<file path="src/rtl/pellet_plotter.sv">
// Sprite scan-out engine: walks a latched 5x5 bitmap in raster order, one cell
// per clock, and emits pixel writes (x, y, colour, plot) for a frame-buffer port.
module pellet_plotter #(
    parameter int X_W = 8,
    parameter int Y_W = 7,
    parameter int C_W = 3
) (
    input  logic           clock,
    input  logic           reset,
    input  logic           start,
    input  logic [24:0]    shape_in,
    input  logic [X_W-1:0] base_x,
    input  logic [Y_W-1:0] base_y,
    input  logic [C_W-1:0] fg_colour,
    input  logic [C_W-1:0] bg_colour,
    input  logic           opaque,
    output logic [X_W-1:0] x_out,
    output logic [Y_W-1:0] y_out,
    output logic [C_W-1:0] colour_out,
    output logic           plot,
    output logic           busy,
    output logic           done
);

    typedef enum logic [1:0] {
        S_IDLE = 2'd0,
        S_SCAN = 2'd1,
        S_DONE = 2'd2
    } state_t;

    state_t r_state;
    state_t w_state_next;
    logic   w_load;
    logic   w_step;
    logic   w_last;

    // Latched draw parameters
    logic [24:0]    r_shape;
    logic [X_W-1:0] r_base_x;
    logic [Y_W-1:0] r_base_y;
    logic [C_W-1:0] r_fg;
    logic [C_W-1:0] r_bg;
    logic           r_opaque;

    // Position of the cell currently on the outputs
    logic [2:0]     r_row;
    logic [2:0]     r_col;
    logic [2:0]     w_row_next;
    logic [2:0]     w_col_next;

    logic [X_W-1:0] r_x;
    logic [Y_W-1:0] r_y;
    logic [C_W-1:0] r_colour;
    logic           r_plot;

    assign w_last     = (r_row == 3'd4) && (r_col == 3'd4);
    assign w_col_next = (r_col == 3'd4) ? 3'd0 : r_col + 3'd1;
    assign w_row_next = (r_col == 3'd4) ? r_row + 3'd1 : r_row;

    always_ff @(posedge clock or posedge reset) begin
        if (reset) begin
            r_state <= S_IDLE;
        end else begin
            r_state <= w_state_next;
        end
    end

    always_comb begin
        w_state_next = r_state;
        w_load       = 1'b0;
        w_step       = 1'b0;
        case (r_state)
            S_IDLE: begin
                if (start) begin
                    w_load       = 1'b1;
                    w_state_next = S_SCAN;
                end
            end
            S_SCAN: begin
                if (w_last) begin
                    w_state_next = S_DONE;
                end else begin
                    w_step = 1'b1;
                end
            end
            S_DONE: begin
                w_state_next = S_IDLE;
            end
            default: begin
                w_state_next = S_IDLE;
            end
        endcase
    end

    // Cell 0 is built straight from the inputs so it appears the cycle after start;
    // later cells come from the latched copy, shifted so the next bit is always [24].
    always_ff @(posedge clock or posedge reset) begin
        if (reset) begin
            r_shape  <= '0;
            r_base_x <= '0;
            r_base_y <= '0;
            r_fg     <= '0;
            r_bg     <= '0;
            r_opaque <= 1'b0;
            r_row    <= '0;
            r_col    <= '0;
            r_x      <= '0;
            r_y      <= '0;
            r_colour <= '0;
            r_plot   <= 1'b0;
        end else if (w_load) begin
            r_shape  <= {shape_in[23:0], 1'b0};
            r_base_x <= base_x;
            r_base_y <= base_y;
            r_fg     <= fg_colour;
            r_bg     <= bg_colour;
            r_opaque <= opaque;
            r_row    <= 3'd0;
            r_col    <= 3'd0;
            r_x      <= base_x;
            r_y      <= base_y;
            r_colour <= shape_in[24] ? fg_colour : bg_colour;
            r_plot   <= shape_in[24] | opaque;
        end else if (w_step) begin
            r_shape  <= {r_shape[23:0], 1'b0};
            r_row    <= w_row_next;
            r_col    <= w_col_next;
            r_x      <= r_base_x + X_W'(w_col_next);
            r_y      <= r_base_y + Y_W'(w_row_next);
            r_colour <= r_shape[24] ? r_fg : r_bg;
            r_plot   <= r_shape[24] | r_opaque;
        end else begin
            r_plot   <= 1'b0;
        end
    end

    assign x_out      = r_x;
    assign y_out      = r_y;
    assign colour_out = r_colour;
    assign plot       = r_plot;
    assign busy       = (r_state == S_SCAN);
    assign done       = (r_state == S_DONE);

endmodule

</file>
<file path="config.mk">
export PLATFORM = sky130hd
export DESIGN_NAME = pellet_plotter
export DESIGN_NICKNAME = d
export VERILOG_FILES = /design/src/rtl/pellet_plotter.sv
export SDC_FILE = /design/constraint.sdc
export NUM_CORES = 1
export LEC_CHECK = 0
export BUFFER_PORTS_ARGS = -buffer_cell sky130_fd_sc_hd__buf_2
export CAP_MARGIN = 5
export CORE_AREA = 2 2 85 87
export CTS_BUF_LIST = sky130_fd_sc_hd__clkbuf_16
export CTS_CLUSTER_DIAMETER = 100
export DETAILED_ROUTE_END_ITERATION = 6
export DIE_AREA = 0 0 87 89
export MAX_ROUTING_LAYER = met4
export PLACE_DENSITY = 0.82
export SLEW_MARGIN = 40
export SYNTH_ARGS = -nofsm -noshare
export SYNTH_HDL_FRONTEND = slang
export SYNTH_SLANG_ARGS = --single-unit
</file>
<file path="constraint.sdc">
create_clock -name clock -period 4.7 [get_ports clock]
set_input_delay 0.705 -clock clock [delete_from_list [all_inputs] [get_ports clock]]
set_output_delay 0.705 -clock clock [all_outputs]
set_load 0.02 [all_outputs]
</file>
==> results of run 1 <==
## registers in the layout (all words and copies together), names as in the netlist
signal and count:
r_col 3, r_fg 3, colour_out 3, r_base_x 8
r_row 3, plot 1, r_opaque 1, r_bg 3
r_state 2, r_base_y 7, r_shape 24, x_out 8
y_out 7
## layer usage
layer  global-route usage (%)  vias up  part of all wire, %
li1                         -     1440                    -
met1                     28.2     1395                   45
met2                     36.2       69                   49
met3                     4.25       13                  4.2
met4                     11.4        0                  1.8
met5                        -        -                    0
## cell families after synthesis
logic type | synth area share, %
flip-flops | 49.7
adder cells (fa/ha/maj) | 4.49
AO/OA/AOI/OAI | 12.4
buffers and inverters | 6.16
AND/OR/NAND/NOR | 23.0
XOR/XNOR | 2.38
multiplexers | 1.94
## stage by stage
step	hold slack (ns)	power (mW)	utilization [%]	setup WS, ns	cells
3_3_place_gp	0.451	2.51	58.9	2.31	526
3_5_place_dp	0.457	2.57	59.0	2.15	526
6_report	0.419	3.19	63.1	2.21	542
5_1_grt	0.465	3.47	63.1	1.98	542
2_1_floorplan	0.440	2.30	-	2.14	397
4_1_cts	0.471	3.22	63.0	2.15	542
## cell usage in the layout (no fill, tap or decap), drive strengths merged, types with 3 or more instances in the layout
master      n
clkbuf      9
nor2       32
ha         10
nor2b       3
a31oi      24
nand4       3
a21oi       6
o21ai      20
clkinv      4
nand3      13
o211ai      8
inv         9
buf        73
xor2        4
mux2i       6
nand2     137
clkinvlp    3
xnor2       6
and2        3
dfrtp      73
## power by group through the flow
stage	Combinational, mW	Clock [mW]	Sequential, mW
6_report	1.42	0.620	1.15
5_1_grt	1.61	0.663	1.19
4_1_cts	1.43	0.637	1.15
3_5_place_dp	1.41	0	1.16
3_3_place_gp	1.36	0	1.14
2_1_floorplan	1.09	0	1.21
## area by class of cell
type / count / area [um^2]
clock buffers: 9 / 225
clock inverters: 7 / 46.3
fillers: 560 / 2480
inverters: 9 / 35.0
multi-input cells: 291 / 1640
flip-flops and latches: 73 / 1830
well taps: 80 / 100
repair buffers: 73 / 373
## worst min-delay path by stage
stage,endpoint,slack [ns],cells past startpoint
floorplan,r_opaque$_DFFE_PP0P_,0.44,2
global placement,y_out[1]$_DFFE_PP0P_,0.45,2
detailed placement,r_opaque$_DFFE_PP0P_,0.46,2
CTS,y_out[1]$_DFFE_PP0P_,0.47,2
global route,r_shape[12]$_DFFE_PP0P_,0.47,2
finish,r_shape[12]$_DFFE_PP0P_,0.42,2
==> metrics.md, run 1 <==
| Metric | Value |
|---|---|
| CTS tree | built |
| CTS Buf Count | 9 |
| Via count | between 2000 and 3000 |
| Post-Syn Area | about 3700 um^2 |
| RR Endpoint | x_out[6]$_DFFE_PP0P_ |
| Antenna-violating nets left | 0 |
| Leak | around 2.1 nW |
| Max incr delay on CP | 0.40 ns |
| Layout cell share with drive strength beyond 1 | approximately a quarter |
| Grt ovf | 0 |
| Area delta synth->final | 15.4% |
| Clk root buf | clkbuf_16 |
| PostCTS Resize Cnt | 0 |
| Slew headroom | between 50% and 60% |
| DP HPWL | 5070 um |
| Hold_buf cts | 0 |
| Worst Skew | between 0.005 and 0.006 ns |
| WL/cell | 14.2 um |
| Worst-Skew Late Latency | 0.33 ns |
| Row count | 30 |
| Post-CTS Setup Inserts | 0 |
| Clock power share | between 15 and 20% |
| Port buffer count | 70 |
| Worst EP arrival | around 2.8 ns |
| First DRT Iteration DRCs | about 170 |
| Setup TNS Final | 0 ns |
| Synth Net Count | 459 |
| Primary FF master, synth | dfrtp_1 |
| Yosys Warn Count | 0 |
| Syn Area/Cell | around 9.3 um^2 |
| Synth cell types | 43 |
| Die width | 87 um |
| Maximum achievable frequency | between 400 and 500 MHz |
| Count of final setup violators | 0 |
| Register bit total from synthesis | 73 |
| Post-synth top area share | about half |
| Commonest cells post-synth | nand2_1 (130), dfrtp_1 (73), nor2_1 (31) |
| Max-slew violation count | 0 |
| Crit path max-delay cell type | dfrtp_1 |
| Nets | 519 |
| CP Capture Point | x_out[6]$_DFFE_PP0P_ |
| Setup slack, reg-to-reg | between 2 and 2.5 ns |
| GRT Util Overall | roughly 23% |
| Vias in the first global route | roughly 2900 |
| 1st-pass router iterations | 4 |
| CP Capture Type | flop |
| Clock Path Buffers | 2 |
| Height of the die | 89 um |
| DRC Markers | 0 |
| Clk sinks | 73 |
| Synth Instances | between 300 and 400 |
| DP Area | between 3000 and 4000 um^2 |
| CP Max Fanout | 7 |
| Max-cap violations | 0 |
| Min-delay worst type | primary input to async pin |
| CP Launch Type | flop |
| NetSw | about 1.3 mW |
| Design Area, Final | roughly 4200 um^2 |
| Int Pwr | approximately 1.9 mW |
| Clk slew on worst S/H paths | ~0.06 ns |
| Comb power frac | 44.4% |
| Period Utilization, post-route | 53.1% |
| CP Launch Point | r_col[0]$_DFFE_PP0P_ |
| Final min period | around 2.5 ns |
| Worst slew pin tran | about 0.61 ns |
| # H-tree levels | 3 |
| Initial antenna violation count | 0 |
| Cell with the most instances after synthesis | nand2_1 |
| Critical path type | flop to flop |
| Data required, critical path | 4.95 ns |
| Power per cell area | 752 nW/um^2 |
| Synth top area cells | dfrtp_1 (50%), nand2_1 (13%), a31oi_1 (3.4%), ha_1 (3.4%), nor2_1 (3.2%) |
| Reg2Reg Depth | 12 |
| Worst path bufs/invs | 2 |
| Maximum VDD drop | between 0.0004 and 0.0005 V |
| Top Ports | 71 |
| Vias/cell | roughly 5.4 |
| Synth area leader | dfrtp_1 |
| Async SR Flop Fraction | 100% |
| Delay-heaviest family, CP | adder cells |
| Critical path depth in cells | 12 |
| Cell-by-cell trace of the critical path | inv_1 -> ha_1 -> and2_1 -> nor2_1 -> ha_1 -> inv_1 -> fa_1 -> nor2b_1 -> o2111ai_1 -> o21ai_0 -> a21oi_1 -> o21ai_0 |
| Largest net degree at the start of global routing | 52 |
| Die ar. | a little under 8000 um^2 |
| RSZ-0062 raised after global routing | no |
| First-pass GRT wire length | between 10000 and 15000 um |
| EDFF count, synth | 0 |
| Initial core utilization | 54.7% |
| Final WL | between 7000 and 8000 um |
| Ant diodes | 0 |
| Status | completed |
| RR Startpoint | r_col[0]$_DFFE_PP0P_ |
| Gp weighted congestion | around 0.86 |
| Seq pwr share | 36.2% |
| Placeable Area | about 6700 um^2 |
| Register area share after synthesis | roughly half |
| Sw Share | approximately two fifths |
| Final Hold Vio Count | 0 |
Power figures use the tool's default switching activity.
==> run 2, diff against run 1 <==
CORE_AREA = 2 2 89 91   (was 2 2 85 87)
DIE_AREA = 0 0 91 93   (was 0 0 87 89)
PLACE_DENSITY = 0.79   (was 0.82)
clock period = 2.15 ns   (was 4.7 ns; I/O delays follow)
==> run 2 against run 1 <==
The flow now finishes with violations (negative setup slack). Largest cell class unchanged. Cell area is 9.0% higher. Critical path type unchanged. Clock power grew to 2.5 times the previous value. Critical path depth is 1 lower. Clock-buffer cell count stayed put. Largest power group unchanged. Total power is 150% higher. Hold slack worse by 0.35 ns. Register-to-register slack worse by 2.3 ns.
==> metrics.md, run 2 (synthesized netlist as in run 1, its figures left out) <==
| Metric | Value |
|---|---|
| NetSw | 3.17 mW (+140%) |
| Slew headroom | 71.1% (+12 points) |
| Power Total | 7.92 mW (+150%) |
| Largest net degree at the start of global routing | 74 (+42%) |
| Leak | 2.29 nW (+6.6%) |
| Vias in the first global route | 2930 (+1.7%) |
| Die width | 91 um (+4.6%) |
| Comb power frac | 48.5% (+4.1 points) |
| Commonest non-fill, non-tap cell in the layout | nand2_1 |
| Top Ports | 71 (unchanged) |
| Critical path type | flop to flop |
| Data required, critical path | 2.36 ns (-2.59 ns) |
| Clk root buf | clkbuf_16 |
| WL/cell | 14.5 um (+1.9%) |
| Min-delay worst type | primary input to async pin |
| Worst slew pin tran | 0.433 ns (-0.175 ns) |
| RSZ-0062 raised after global routing | yes |
| CTS Buf Count | 9 (unchanged) |
| Hold_buf cts | 0 (unchanged) |
| Worst EP arrival | 2.44 ns (-0.31 ns) |
| Max reg flops | 24 (unchanged) |
| Status | finished, violations left |
| Max-slew violation count | 0 (unchanged) |
| CP Max Fanout | 6 (-1) |
| Vias/cell | 5.20 (-3.4%) |
| Port buffer count | 70 (unchanged) |
| GRT Util Overall | 21.8% (-1.1 points) |
| Count of final setup violators | 4 (+4) |
| Final WL | 8400 um (+8.8%) |
| Commonest non-fill, non-tap cells in the layout | nand2_1 (129), dfrtp_1 (73), buf_2 (70) |
| Gp weighted congestion | 0.866 (+0.16%) |
| Grt ovf | 0 (unchanged) |
| Final Hold Vio Count | 0 (unchanged) |
| Height of the die | 93 um (+4.5%) |
| Final min period | 2.23 ns (-0.265 ns) |
| Antenna-violating nets left | 0 (unchanged) |
| Clk slew on worst S/H paths | 0.06 ns (about the same) |
| Layout cell share with drive strength beyond 1 | 32.1% (+7.0 points) |
| DP HPWL | 5450 um (+7.6%) |
| Period Utilization, post-route | 104% (+51 points) |
| Biggest register | r_shape |
| Power per cell area | 1710 nW/um^2 (+130%) |
| CTS tree | built |
| Failing checks | negative setup slack |
| Worst Skew | 0.00576 ns (+0.00000295 ns) |
| Clock power share | 19.6% (+0.2 points) |
| Row count | 32 (+6.7%) |
| Maximum VDD drop | 0.00112 V (+150%) |
| Worst Slack Setup Final | -0.0803 ns (-2.29 ns) |
| Setup TNS Final | -0.194 ns (-0.194 ns) |
| 1st-pass router iterations | 5 (+1) |
| DRC Markers | 0 (unchanged) |
| Placeable Area | 7530 um^2 (+12%) |
| Min Hold Slack | 0.0738 ns (-0.345 ns) |
| Initial antenna violation count | 0 (unchanged) |
| Filler cells | 626 (+12%) |
| Ant diodes | 0 (unchanged) |
| Maximum achievable frequency | 448 MHz (+12%) |
| First-pass GRT wire length | 14200 um (+8.0%) |
| Worst-Skew Late Latency | 0.33 ns (about the same) |
| Via count | 3009 (+3.2%) |
| Nets | 535 (+3.1%) |
| Final Util | 61.4% (-1.7 points) |
| Int Pwr | 4.76 mW (+160%) |
| Seq pwr share | 32.0% (-4.2 points) |
| CP Launch Type | flop |
| Clock Path Buffers | 2 (unchanged) |
| # H-tree levels | 3 (unchanged) |
| Initial core utilization | 48.8% (-5.9 points) |
| CP Capture Type | flop |
| Max-cap violations | 0 (unchanged) |
| DP Area | 4120 um^2 (+3.9%) |
| Design Area, Final | 4620 um^2 (+9.0%) |
| Clk sinks | 73 (unchanged) |
| Area delta synth->final | 25.7% |
| First DRT Iteration DRCs | 237 (+37%) |
| Die ar. | 8460 um^2 (+9.3%) |
| Sw Share | 39.9% (-1.6 points) |
## run 2: cell count changes in the layout (fill, tap and decap cells not counted), moves of 3 or more
cell and delta:
o21ai_1 +7, o21ai_0 -8, nor2_4 +3, nor2_1 -3, ha_1 -5, buf_12 +4, buf_4 +10, ha_4 +3
## run 2: power by group through the flow
stage	Combinational, mW	Sequential [mW]	Clock [mW]
floorplan	2.44	2.64	0
global placement	3.20	2.49	0
detailed placement	3.32	2.53	0
CTS	3.47	2.51	1.59
global route	4.24	2.62	1.65
finish	3.84	2.53	1.55
## run 2: per-layer routing
metal | vias to the layer above | track usage [%] | routed length, um
li1 | 1475 | - | -
met1 | 1435 | 27.2 | 3570
met2 | 86 | 35.7 | 4240
met3 | 13 | 5.48 | 458
met4 | 0 | 5.81 | 129
met5 | - | - | 0
## run 2: cell type report
| cell class | count | area [um^2] | share of cell area, % |
|---|---|---|---|
| Clock buffer | 9 | 225 | 4.87 |
| Clock inverter | 6 | 83.8 | 1.81 |
| Inverter | 9 | 37.5 | 0.812 |
| Multi-Input combinational cell | 291 | 1770 | 38.3 |
| Sequential cell | 73 | 1830 | 39.5 |
| Tap cell | 102 | 128 | 2.76 |
| Timing Repair Buffer | 89 | 551 | 11.9 |
## run 2: metrics by stage
step / instances / setup slack [ns]
after floorplan: 397 / -0.0346
after global placement: 556 / -0.0151
after detailed placement: 556 / -0.0666
after CTS: 574 / -0.0540
after global routing: 579 / -0.204
final: 579 / -0.0803
## run 2: repair_timing
| item | in CTS | in global routing |
|---|---|---|
| pin swaps | 3 | 18 |
| setup buffers | 3 | 5 |
| resized for setup | 5 | 24 |
| cloned | 0 | 0 |
| endpoints found under the setup margin | 8 | 11 |
## run 2: final timing paths
path                                       from  slack [ns]                         to  cells past startpoint
max                        r_col[0]$_DFFE_PP0P_       -0.08       y_out[6]$_DFFE_PP0P_                     11
min                                       reset        0.07  colour_out[0]$_DFFE_PP0P_                      3
max reg2reg                r_col[0]$_DFFE_PP0P_       -0.08       y_out[6]$_DFFE_PP0P_                     11
min reg2reg                y_out[0]$_DFFE_PP0P_        0.47       y_out[0]$_DFFE_PP0P_                      2
max in group asynchronous                 reset        1.74       x_out[2]$_DFFE_PP0P_                      3
min in group clock                       opaque        0.20       r_opaque$_DFFE_PP0P_                      3
## run 2: worst max-delay path, cell delays in order (launching register included)
cell	delay, ns
dfrtp_1	0.36
inv_1	0.05
ha_2	0.19
and2_4	0.19
xnor2_1	0.13
ha_2	0.21
fa_2	0.39
a21o_1	0.20
nand4_1	0.10
o21ai_1	0.06
a21oi_1	0.14
o21ai_1	0.09
==> run 3, diff against run 2 <==
==> constraint.sdc (replaced) <==
create_clock -name clock -period 2.15 [get_ports clock]
set_input_delay 0.43 -clock clock [delete_from_list [all_inputs] [get_ports clock]]
set_output_delay 0.43 -clock clock [all_outputs]
set_load 0.02 [all_outputs]
==> run 3 against run 2 <==
The run still ends with negative setup slack left. Final cell count is 0.69% higher. Maximum frequency increased by 2.9%. Register-to-register slack better by 0.06 ns. Sequential power hardly changed. Worst setup slack better by 0.062 ns. First-iteration DRC count is 46% lower. Clock-buffer cell count did not move. Global-route usage shrank 0.89 points. Combinational power decreased by 1%. Utilization increased by 0.35 points. Largest cell class unchanged.
==> metrics.md, run 3 (synthesized netlist as in run 1, its figures left out) <==
| Metric | Value |
|---|---|
| Critical path type | flop to flop |
| DRC Markers | 0 (unchanged) |
| Cell-by-cell trace of the critical path | inv_1 -> ha_2 -> and2_4 -> xnor2_2 -> ha_2 -> fa_2 -> a21o_1 -> nand4_1 -> o21ai_1 -> a21oi_1 -> o21ai_1 |
| Maximum VDD drop | 0.00104 V (-6.8%) |
| # H-tree levels | 3 (unchanged) |
| CP Max Fanout | 7 (+1) |
| Slew headroom | 62.9% (-8.3 points) |
| Vias in the first global route | 2959 (+0.99%) |
| Data required, critical path | 2.37 ns (about the same) |
| Reg2Reg Depth | 11 (unchanged) |
| Top Ports | 71 (unchanged) |
| Final Hold Vio Count | 0 (unchanged) |
| Maximum achievable frequency | 461 MHz (+2.9%) |
| Ant diodes | 0 (unchanged) |
| Failing checks | negative setup slack |
| Clk sinks | 73 (unchanged) |
| Antenna-violating nets left | 0 (unchanged) |
| Height of the die | 93 um (unchanged) |
| Initial core utilization | 48.8% (unchanged) |
| Max-slew violation count | 0 (unchanged) |
| Worst EP arrival | 2.39 ns (-0.05 ns) |
| DP HPWL | 5520 um (+1.3%) |
| Via count | 3010 (+0.033%) |
| CTS tree | built |
| Power Total | 7.95 mW (+0.37%) |
| Grt ovf | 0 (unchanged) |
| 1st-pass router iterations | 4 (-1) |
| Final WL | 8110 um (-3.5%) |
| RR Endpoint | y_out[6]$_DFFE_PP0P_ |
| Clk slew on worst S/H paths | 0.06 ns (about the same) |
| Leak | 2.31 nW (+0.72%) |
| Largest net degree at the start of global routing | 46 (-38%) |
| Comb power frac | 47.7% (-0.8 points) |
| Die width | 91 um (unchanged) |
| Worst Slack Setup Final | -0.0180 ns (+0.0623 ns) |
| Sw Share | 39.9% (-0.044 points) |
| Worst-Skew Late Latency | 0.34 ns (about the same) |
| CTS Buf Count | 9 (unchanged) |
| Filler cells | 651 (+4.0%) |
| Die ar. | 8460 um^2 (unchanged) |
| Nets | 538 (+0.56%) |
| Placed cells | 562 (+1.1%) |
| Setup slack, reg-to-reg | -0.02 ns (+0.06 ns) |
| First DRT Iteration DRCs | 129 (-46%) |
| Commonest non-fill, non-tap cells in the layout | nand2_1 (129), dfrtp_1 (73), buf_2 (70) |
| Min-delay worst type | primary input to flop |
| Commonest non-fill, non-tap cell in the layout | nand2_1 |
| Non-Filler Instances | 583 (+0.69%) |
| Crit path max-delay cell type | dfrtp_1 |
| Status | finished, violations left |
| Clock power share | 20.5% (+0.9 points) |
| RSZ-0062 raised after global routing | yes |
| Count of final setup violators | 1 (-3) |
| RR Startpoint | r_col[0]$_DFFE_PP0P_ |
| Period Utilization, post-route | 101% (-2.9 points) |
| Biggest register | r_shape |
| Hold Path End | r_base_y[0]$_DFFE_PP0P_ |
| Area delta synth->final | 26.4% |
| Footprint of the multi-input gates | 1790 um^2 (+0.85%) |
| Layout cell share with drive strength beyond 1 | 33.1% (+0.98 points) |
| CP Capture Type | flop |
| Max reg flops | 24 (unchanged) |
| CP Launch Type | flop |
| HP Start | base_y[0] |
| Worst slew pin tran | 0.557 ns (+0.124 ns) |
| Seq pwr share | 31.8% (-0.2 points) |
| Row count | 32 (unchanged) |
| Clk root buf | clkbuf_16 |
| Clock Path Buffers | 2 (unchanged) |
| NetSw | 3.17 mW (+0.25%) |
| First-pass GRT wire length | 13700 um (-3.7%) |
| Int Pwr | 4.78 mW (+0.44%) |
| Final min period | 2.17 ns (-0.0623 ns) |
| Gp weighted congestion | 0.853 (-1.5%) |
| FF/Latch Area | 1830 um^2 (unchanged) |
| WL/cell | 13.9 um (-4.1%) |
| Max-cap violations | 0 (unchanged) |
| Delay-heaviest family, CP | adder cells |
| Port buffer count | 70 (unchanged) |
| Initial antenna violation count | 0 (unchanged) |
| Max incr delay on CP | 0.38 ns (about the same) |
| Placeable Area | 7530 um^2 (unchanged) |
| GRT Util Overall | 20.9% (-0.89 points) |
| Worst Skew | 0.00560 ns (-0.000162 ns) |
| Worst path bufs/invs | 1 (unchanged) |
| Hold Crit Depth | 3 |
| Vias/cell | 5.16 (-0.65%) |
| Power per cell area | 1710 nW/um^2 (-0.20%) |
run 3: changes by cell type in the layout (fill, tap and decap cells not counted), moves of 2 or more:
cell,before,now
clkinv_2,3,0
buf_12,4,2
buf_6,2,0
clkinv_4,1,3
buf_4,13,19
run 3: layer usage:
metal / share of wire [%] / vias to the layer above / global-route usage (%)
met3: 4.8 / 12 / 5.00
met2: 50 / 76 / 34.2
met4: 1.1 / 0 / 6.19
li1: - / 1478 / -
met1: 44 / 1444 / 26.1
met5: 0 / - / -
run 3: area by class of cell:
type,count,area share (%)
Clock buffer,9,4.85
Clock inverter,7,2.21
Inverter,9,0.808
Multi-Input combinational cell,291,38.4
Sequential cell,73,39.3
Tap cell,102,2.75
Timing Repair Buffer,92,11.7
run 3: power groups by stage:
stage | Combinational [mW] | Clock [mW] | Sequential [mW]
after floorplan | 2.44 | 0 | 2.64
after global placement | 3.23 | 0 | 2.49
after detailed placement | 3.32 | 0 | 2.53
after CTS | 3.49 | 1.65 | 2.51
after global routing | 4.21 | 1.71 | 2.62
final | 3.79 | 1.63 | 2.53
run 3: worst max-delay path by stage:
stage / startpoint / endpoint / slack [ns] / cells after the start
6_report: r_col[0]$_DFFE_PP0P_ / y_out[6]$_DFFE_PP0P_ / -0.02 / 11
2_1_floorplan: r_col[0]$_DFFE_PP0P_ / y_out[6]$_DFFE_PP0P_ / -0.03 / 12
5_1_grt: r_col[0]$_DFFE_PP0P_ / y_out[6]$_DFFE_PP0P_ / -0.18 / 11
3_5_place_dp: r_col[0]$_DFFE_PP0P_ / y_out[6]$_DFFE_PP0P_ / -0.06 / 11
3_3_place_gp: r_col[0]$_DFFE_PP0P_ / y_out[6]$_DFFE_PP0P_ / -0.02 / 11
4_1_cts: r_col[0]$_DFFE_PP0P_ / y_out[6]$_DFFE_PP0P_ / -0.01 / 11
run 3: worst register-to-register path, stage by stage, from the launching register on:
cell and delay (ns):
dfrtp_1 0.38, inv_1 0.06, ha_2 0.19, and2_4 0.20, xnor2_2 0.14, ha_2 0.20, fa_2 0.38, a21o_1 0.18
nand4_1 0.09, o21ai_1 0.06, a21oi_1 0.13, o21ai_1 0.07
run 3: metrics by stage:
stage	setup slack (ns)	TNS, ns	hold slack [ns]	util (%)	area, um^2
finish	-0.0180	-0.0180	0.296	61.8	4650
floorplan	-0.0346	-0.0855	0.440	-	3710
detailed placement	-0.0638	-0.296	0.304	55.0	4140
global placement	-0.0154	-0.0154	0.302	55.0	4140
global route	-0.179	-0.679	0.313	61.8	4650
CTS	-0.0124	-0.0124	0.293	60.3	4540
run 3: repair_timing:
action / 4_1_cts / 5_1_grt
endpoints found under the hold margin: 1 / 0
buffers inserted: 3 / 1
pin swaps: 9 / 13
hold buffers: 1 / 0
gates resized for setup: 7 / 21
endpoints found under the setup margin: 7 / 12
